**config.mk**
```make
export PLATFORM = sky130hd
export DESIGN_NAME = rf_scan_display
export DESIGN_NICKNAME = d
export VERILOG_FILES = /design/src/rtl/rf_scan_display.sv
export SDC_FILE = /design/constraint.sdc
export NUM_CORES = 1
export LEC_CHECK = 0
export BUFFER_PORTS_ARGS = -buffer_cell sky130_fd_sc_hd__buf_2
export CAP_MARGIN = 20
export CORE_ASPECT_RATIO = 0.7
export CORE_MARGIN = 2
export CORE_UTILIZATION = 55
export DETAILED_ROUTE_END_ITERATION = 6
export PLACE_DENSITY = 0.82
export SYNTH_ARGS = -nofsm -noshare
export SYNTH_HDL_FRONTEND = slang
export SYNTH_SLANG_ARGS = --single-unit
```
**constraint.sdc**
```tcl
create_clock -name clk -period 4.9 [get_ports clk]
set_clock_uncertainty 0.1 [all_clocks]
set_input_delay 0.98 -clock clk [delete_from_list [all_inputs] [get_ports clk]]
set_output_delay 0.98 -clock clk [all_outputs]
set_load 0.02 [all_outputs]
```
**src/rtl/rf_scan_display.sv**
```systemverilog
// Register-file scanner: walks a read address across the CPU register file, captures each word
// and shows it on an 8-digit seven-segment display. Define RF_SCAN_IDX_DISP_EN to show the index.
module rf_scan_display #(
  parameter int unsigned SCAN_DIV  = 50_000_000,
  parameter int unsigned DIGIT_DIV = 100_000,
  parameter int unsigned NUM_REGS  = 32
) (
  input  logic        clk,
  input  logic        rst,
  input  logic [15:0] sw_i,
  input  logic        step_i,
  output logic [4:0]  rf_addr_o,
  input  logic [31:0] rf_data_i,
  output logic [4:0]  cur_idx_o,
  output logic [7:0]  disp_an_o,
  output logic [7:0]  disp_seg_o
);

  localparam int unsigned ScanW = $clog2(SCAN_DIV);
  localparam int unsigned DigW  = (DIGIT_DIV > 2) ? $clog2(DIGIT_DIV) : 1;
  localparam logic [ScanW-1:0] ScanLast = ScanW'(SCAN_DIV - 1);
  localparam logic [DigW-1:0]  DigLast  = DigW'(DIGIT_DIV - 1);
  localparam logic [4:0]       LastReg  = 5'(NUM_REGS - 1);

  typedef enum logic [1:0] {StIdle, StIssue, StCapture, StHold} state_e;

  state_e            state_q, state_d;
  logic [4:0]        addr_q, addr_d;
  logic [4:0]        idx_q;
  logic [31:0]       word_q;
  logic [ScanW-1:0]  step_cnt_q, step_cnt_d;
  logic [DigW-1:0]   dig_cnt_q;
  logic [2:0]        ptr_q;
  logic [7:0]        an_q, seg_q, an_d, seg_d;
  logic              scan_en, manual, step_term, capture_en, advance;
  logic [31:0]       disp_word;
  logic [3:0]        nibble;
  logic              unused_sw;

  assign scan_en   = sw_i[15];
  assign manual    = sw_i[14];
  assign unused_sw = ^sw_i[13:0];
  assign step_term = (step_cnt_q == ScanLast);

  always_ff @(posedge clk or posedge rst) begin
    if (rst) begin
      state_q <= StIdle;
    end else begin
      state_q <= state_d;
    end
  end

  always_comb begin
    state_d = state_q;
    unique case (state_q)
      StIdle:    if (scan_en) state_d = StIssue;
      StIssue:   state_d = StCapture;
      // A capture in flight always completes; the switch only decides where it lands.
      StCapture: state_d = scan_en ? StHold : StIdle;
      StHold: begin
        if (!scan_en) begin
          state_d = StIdle;
        end else if (manual ? step_i : step_term) begin
          state_d = StIssue;
        end
      end
      default:   state_d = StIdle;
    endcase
  end

  always_comb begin
    capture_en = (state_q == StCapture);
    advance    = (state_q == StHold) && (state_d == StIssue);
    step_cnt_d = '0;
    if ((state_q == StHold) && scan_en && !manual && !step_term) begin
      step_cnt_d = step_cnt_q + 1'b1;
    end
    addr_d = addr_q;
    if (advance) begin
      addr_d = (addr_q == LastReg) ? 5'd0 : addr_q + 5'd1;
    end
  end

  always_ff @(posedge clk or posedge rst) begin
    if (rst) begin
      addr_q     <= '0;
      idx_q      <= '0;
      word_q     <= '0;
      step_cnt_q <= '0;
    end else begin
      addr_q     <= addr_d;
      step_cnt_q <= step_cnt_d;
      if (capture_en) begin
        word_q <= rf_data_i;
        idx_q  <= addr_q;
      end
    end
  end

  function automatic logic [7:0] hex_seg(input logic [3:0] n);
    case (n)
      4'h0: hex_seg = 8'hC0;
      4'h1: hex_seg = 8'hF9;
      4'h2: hex_seg = 8'hA4;
      4'h3: hex_seg = 8'hB0;
      4'h4: hex_seg = 8'h99;
      4'h5: hex_seg = 8'h92;
      4'h6: hex_seg = 8'h82;
      4'h7: hex_seg = 8'hF8;
      4'h8: hex_seg = 8'h80;
      4'h9: hex_seg = 8'h90;
      4'hA: hex_seg = 8'h88;
      4'hB: hex_seg = 8'h83;
      4'hC: hex_seg = 8'hC6;
      4'hD: hex_seg = 8'hA1;
      4'hE: hex_seg = 8'h86;
      default: hex_seg = 8'h8E;
    endcase
  endfunction

  always_comb begin
`ifdef RF_SCAN_IDX_DISP_EN
    disp_word = {3'b000, idx_q, word_q[23:0]};
`else
    disp_word = word_q;
`endif
    nibble = 4'(disp_word >> {ptr_q, 2'b00});
    an_d   = ~(8'h01 << ptr_q);
    seg_d  = hex_seg(nibble);
`ifdef RF_SCAN_IDX_DISP_EN
    // Decimal point after the index digits separates index from data.
    if (ptr_q == 3'd6) seg_d[7] = 1'b0;
`endif
  end

  always_ff @(posedge clk or posedge rst) begin
    if (rst) begin
      dig_cnt_q <= '0;
      ptr_q     <= '0;
      an_q      <= 8'hFF;
      seg_q     <= 8'hFF;
    end else begin
      an_q  <= an_d;
      seg_q <= seg_d;
      if (dig_cnt_q == DigLast) begin
        dig_cnt_q <= '0;
        ptr_q     <= ptr_q + 3'd1;
      end else begin
        dig_cnt_q <= dig_cnt_q + 1'b1;
      end
    end
  end

  assign rf_addr_o  = addr_q;
  assign cur_idx_o  = idx_q;
  assign disp_an_o  = an_q;
  assign disp_seg_o = seg_q;

endmodule

```
* Word-level counts from Yosys, hierarchy flattened
Memories as Yosys holds them, arrays and structs flattened. A register that Yosys moved wholly into a read port is not among the register bits.
Index checks and enable logic that the tools add are counted.
** Word-level totals
- Register bits after elaboration :: 106
- Bits in latches :: 0
- Memory bits (writable) :: 0
- ROM bits :: 112
- Input bits :: 51
- Output and inout bits :: 26
- Logic and storage cells :: 40
- Memories kept :: 1
** Memory list
- (name not given) :: words 16, width 7, read ports 1, clocked after Yosys merged registers in 1, write ports 0, line 101 : case (n)
** Operators by class
- Add/sub/neg operators :: 4
- Multipliers :: 0
- Divide/modulo/power cells :: 0
- Order comparisons :: 0
- Equality and inequality tests :: 7
- Shift-type cells :: 2
- Mux-type cells :: 9
- Bitwise gates (word level) :: 1
- Reductions and logical operators :: 7
** Operator list (count)
- $shr A32 B5 Y4 :: 1
- $add A26 B1 Y26 const B :: 1
- $eq A26 B26 Y1 const B :: 1
- $mux W26 :: 1
- $add A17 B1 Y17 const B :: 1
- $eq A17 B17 Y1 const B :: 1
- $mux W17 :: 1
- $mux W2 :: 4
- $not A8 Y8 :: 1
- $pmux W2 S4 :: 1
- $shl A1 B3 Y8 const A :: 1
- $add A5 B1 Y5 const B :: 1
- $eq A5 B5 Y1 const B :: 1
- $mux W5 :: 1
- $eq A2 B1 Y1 const B :: 2
- $eq A2 B2 Y1 const B :: 2
- $logic_and A1 B1 Y1 :: 4
- $add A3 B1 Y3 const B :: 1
- $logic_not A1 Y1 :: 2
- $logic_not A2 Y1 :: 1
- $mux W1 :: 1

* Longest topological paths before layout
- Depth in word-level cells :: 7
- Mapped depth :: 10
- Depth with buffers taken out :: 9

* Worst setup path before layout
OpenSTA, ideal clock, no wires.
- Kind :: reg2reg
- Start :: register ptr_q[0]
- End :: register seg_q[6], in the netlist disp_seg_o[6]
- Library setup time :: 0.085 ns
- Arrival time :: 2.117 ns
- Data required time :: 4.715 ns
- Slack :: 2.598 ns
- Cell stages (with the launch flop) :: 9
- Buffers on the path :: 1
- Cell sequence :: dfrtp_1 buf_2 mux4_2 mux2i_1 inv_1 ha_1 nand2b_1 a21boi_0 o21ai_0
** On the way
- Longest elaborated chain between the ends :: 1
** Ends and longest elaborated chain
- start: declaration :: line 33 : logic [2:0] ptr_q;
- start signal: assignment :: line 147 : ptr_q <= ptr_q + 3'd1;
- $shr A32 B5 Y4 :: line 127 : nibble = 4'(disp_word >> {ptr_q, 2'b00});
- end: declaration :: line 34 : logic [7:0] an_q, seg_q, an_d, seg_d;
Every way passes these cells.
A chain may end at the register's enable or synchronous reset.

* Final worst setup path
Ends and elaborated chain as after synthesis.

==> flow_summary_export.csv <==
group,metric,value,unit
sta,worstMarginPinSlew,1.11,ns
sta,slew_violations,0,
floorplan,rows,28,
finish,fillers,671,
synth,yosys-top-cells-area,"dfrtp_1 (46%), mux2_2 (9.7%), dfstp_2 (8.1%)",
place,finalWeightedCongestion,0.803,
sta,period_share,0.621,
worst_setup_path,path_class,"reg2reg",
worst_setup_path,critPathLaunchType,"flip-flop",
synth,synth_area,0.00487,mm²
grt,grt_max_degree,87,
sta,finalWorstSetupSlack,1.86,ns
clock_network,postCtsSetupBuffers,0,
run_status,status,"completed",
power,finalPower,2.36,mW
worst_setup_path,worstPathArrival,3.20,ns
synth,ys_async_sr_fraction,1.00,
drt,via_per_inst,5.52,
synth,synth_edf_count,0,
synth,syn-num-nets,477,
drt,finalWirelength,9.96,mm
grt,grt_usage,0.226,
grt,antenna_found_initial,0,
run,drv_cap,0,
sta,rsz0062_at_grt,"false",
worst_setup_path,crit_chain,"mux4_2 -> mux2i_1 -> inv_1 -> ha_1 -> nand2b_1 -> a21boi_0 -> o21ai_0",
clock_network,cts_buffer_depth,2,
worst_setup_path,path_buf_inv,1,
clock_network,clkTransAtPathRegs,0.07,ns
synth,synth-seq-cells,105,
power,power_density,422,mW/mm²
worst_setup_path,cp_top_family,"multiplexers",
finish,drive_gt1_frac,0.320,
clock_network,numCtsBuffers,9,
synth,synth_largest_area_cell,"dfrtp_1",
sta,fmax,329,MHz
synth,synth_cells,410,
place,dp_hpwl,6.89,mm
finish,multi_input_area,0.00211,mm²
clock_network,clock_latency,0.35,ns
floorplan,io_pins,77,
worst_setup_path,r2r_setup_slack,1.86,ns
finish,layout_common_cells,"dfrtp_1 (90), buf_2 (62), nor2_1 (48)",
grt,grt_pass1_vias,3317,
finish,area_delta_synth_final,15.0,%
grt,grt_overflow,0,
floorplan,start_util,0.572,
drt,first_pass_iters,4,
finish,mostFrequentLayoutCell,"dfrtp_1",
worst_setup_path,cp_slowest_cell,"dfrtp_1",
synth,synth_warnings,0,
floorplan,core,0.00851,mm²
clock_network,cts.hold.buffers_added,0,
drt,first_iter_violations,169,
floorplan,die_h,82.7,µm
synth,synth.distinct_cells,51,
synth,ys.flop_type,"dfrtp_1",
worst_setup_path,endpoint_kind,"flip-flop",
sta,setup_viol,0,
power,power_leakage,2.45,nW
sta,max-slew-margin-rel,0.256,
sta,finalSetupTns,0,ns
finish,final_core_util,0.657,
synth,synth_top_cell_area_share,0.463,
grt,grt_pass1_wl,16.3,mm
floorplan,dieWidth,116,µm
worst_hold_path,worstHoldPathType,"reg2reg",
worst_setup_path,slowest_delay,0.76,ns
worst_setup_path,critPathMaxFanout,12,
synth,seq_area_frac_synth,0.544,
drt,drt_drc_violations_left,0,
drt,detail-route-antenna-nets,0,
power,peakVddDrop,274,µV
worst_setup_path,cp.required,5.06,ns
sta,finalHoldViolations,0,
synth,syn_avg_cell_area,11.9,µm²
finish,nets,544,
sta,min_period,3.04,ns
place,place_ws,1.99,ns
clock_network,clock_sinks,105,
clock_network,cts_tree,"yes",
drt,vias,3327,
clock_network,ctsHtreeMaxLevel,3,
clock_network,post_cts_resized,0,
floorplan,die_area,0.00963,mm²
finish,regArea,0.00265,mm²
drt,wl_per_cell,16.5,µm
place,port_buffers,61,
clock_network,cts_root_buf,"clkbuf_16",
==> cell usage after synthesis, types with 2 or more instances <==
cell type,n
inv_1,14
xor2_1,22
or2_2,2
o211ai_1,2
nor4b_1,2
dfrtp_1,90
xnor2_1,18
nand4_1,12
or4b_2,2
nor4_1,5
clkbuf_1,5
nor2_1,48
mux2i_1,6
nand2b_1,4
and4_1,3
nand3_1,19
mux4_2,6
and2_1,2
ha_1,16
buf_2,5
nand2_1,30
o31ai_1,2
a21oi_1,3
mux2_2,42
o21ai_0,4
a21o_1,2
dfstp_2,15
and3_1,5
nor3_1,2
==> path summary, 6_finish.rpt <==
path,startpoint,end,cells past startpoint
worst max-delay path,ptr_q[0],disp_seg_o[6],7
worst min-delay path,dig_cnt_q[0],dig_cnt_q[0],1
worst max register to register,ptr_q[0],disp_seg_o[6],7
worst min register to register,dig_cnt_q[0],dig_cnt_q[0],1
max in group asynchronous,rst,disp_an_o[1],3
min in group asynchronous,rst,disp_word[11],2
==> stage by stage <==
step                hold WS (ns)  instances  cell area [µm²]
global route               0.416        602             5590
global placement           0.370        583             5300
CTS                        0.395        600             5570
finish                     0.396        603             5600
floorplan                  0.352        410             4870
detailed placement         0.386        584             5300
==> layout make-up <==
class | count | share of cell area
tap | 120 | 0.0268
antenna | 1 | 0.000447
inverter | 15 | 0.0105
sequential | 105 | 0.473
multi-input combinational | 279 | 0.377
timing repair buffer | 67 | 0.0644
clock buffer | 12 | 0.0423
clock inverter | 4 | 0.00514
==> flip-flops by register name, summed over array words and instances (netlist names) <==
register	cells
rf_addr_o	5
disp_seg_o	7
disp_word	32
disp_an_o	8
ptr_q	3
cur_idx_o	5
state_q	2
dig_cnt_q	17
step_cnt_q	26
==> cells by family (layout without fill, tap and decap cells) <==
kind of cell | Yosys count | count (layout) | synth area share
compound gates | 23 | 23 | 0.0339
xor+xnor | 40 | 40 | 0.0720
fa+ha+maj | 16 | 16 | 0.0411
buf+inv | 26 | 98 | 0.0221
flops | 105 | 105 | 0.544
mux | 54 | 54 | 0.137
other cells | 1 | 2 | 0.000771
simple gates | 145 | 145 | 0.149
==> per-layer routing <==
layer  vias up  GRT usage  wire (µm)
met5         -          0          0
met4         0     0.0643        125
met3        13     0.0672        476
met2        78      0.371       4910
met1      1688      0.295       4450
li1       1548          -          -
==> power breakdown <==
| part | internal [mW] | switching, mW |
|---|---|---|
| Sequential | 1.05 | 0.0876 |
| Clock | 0.346 | 0.312 |
| Combinational | 0.268 | 0.296 |
Power figures use the tool's default switching activity.
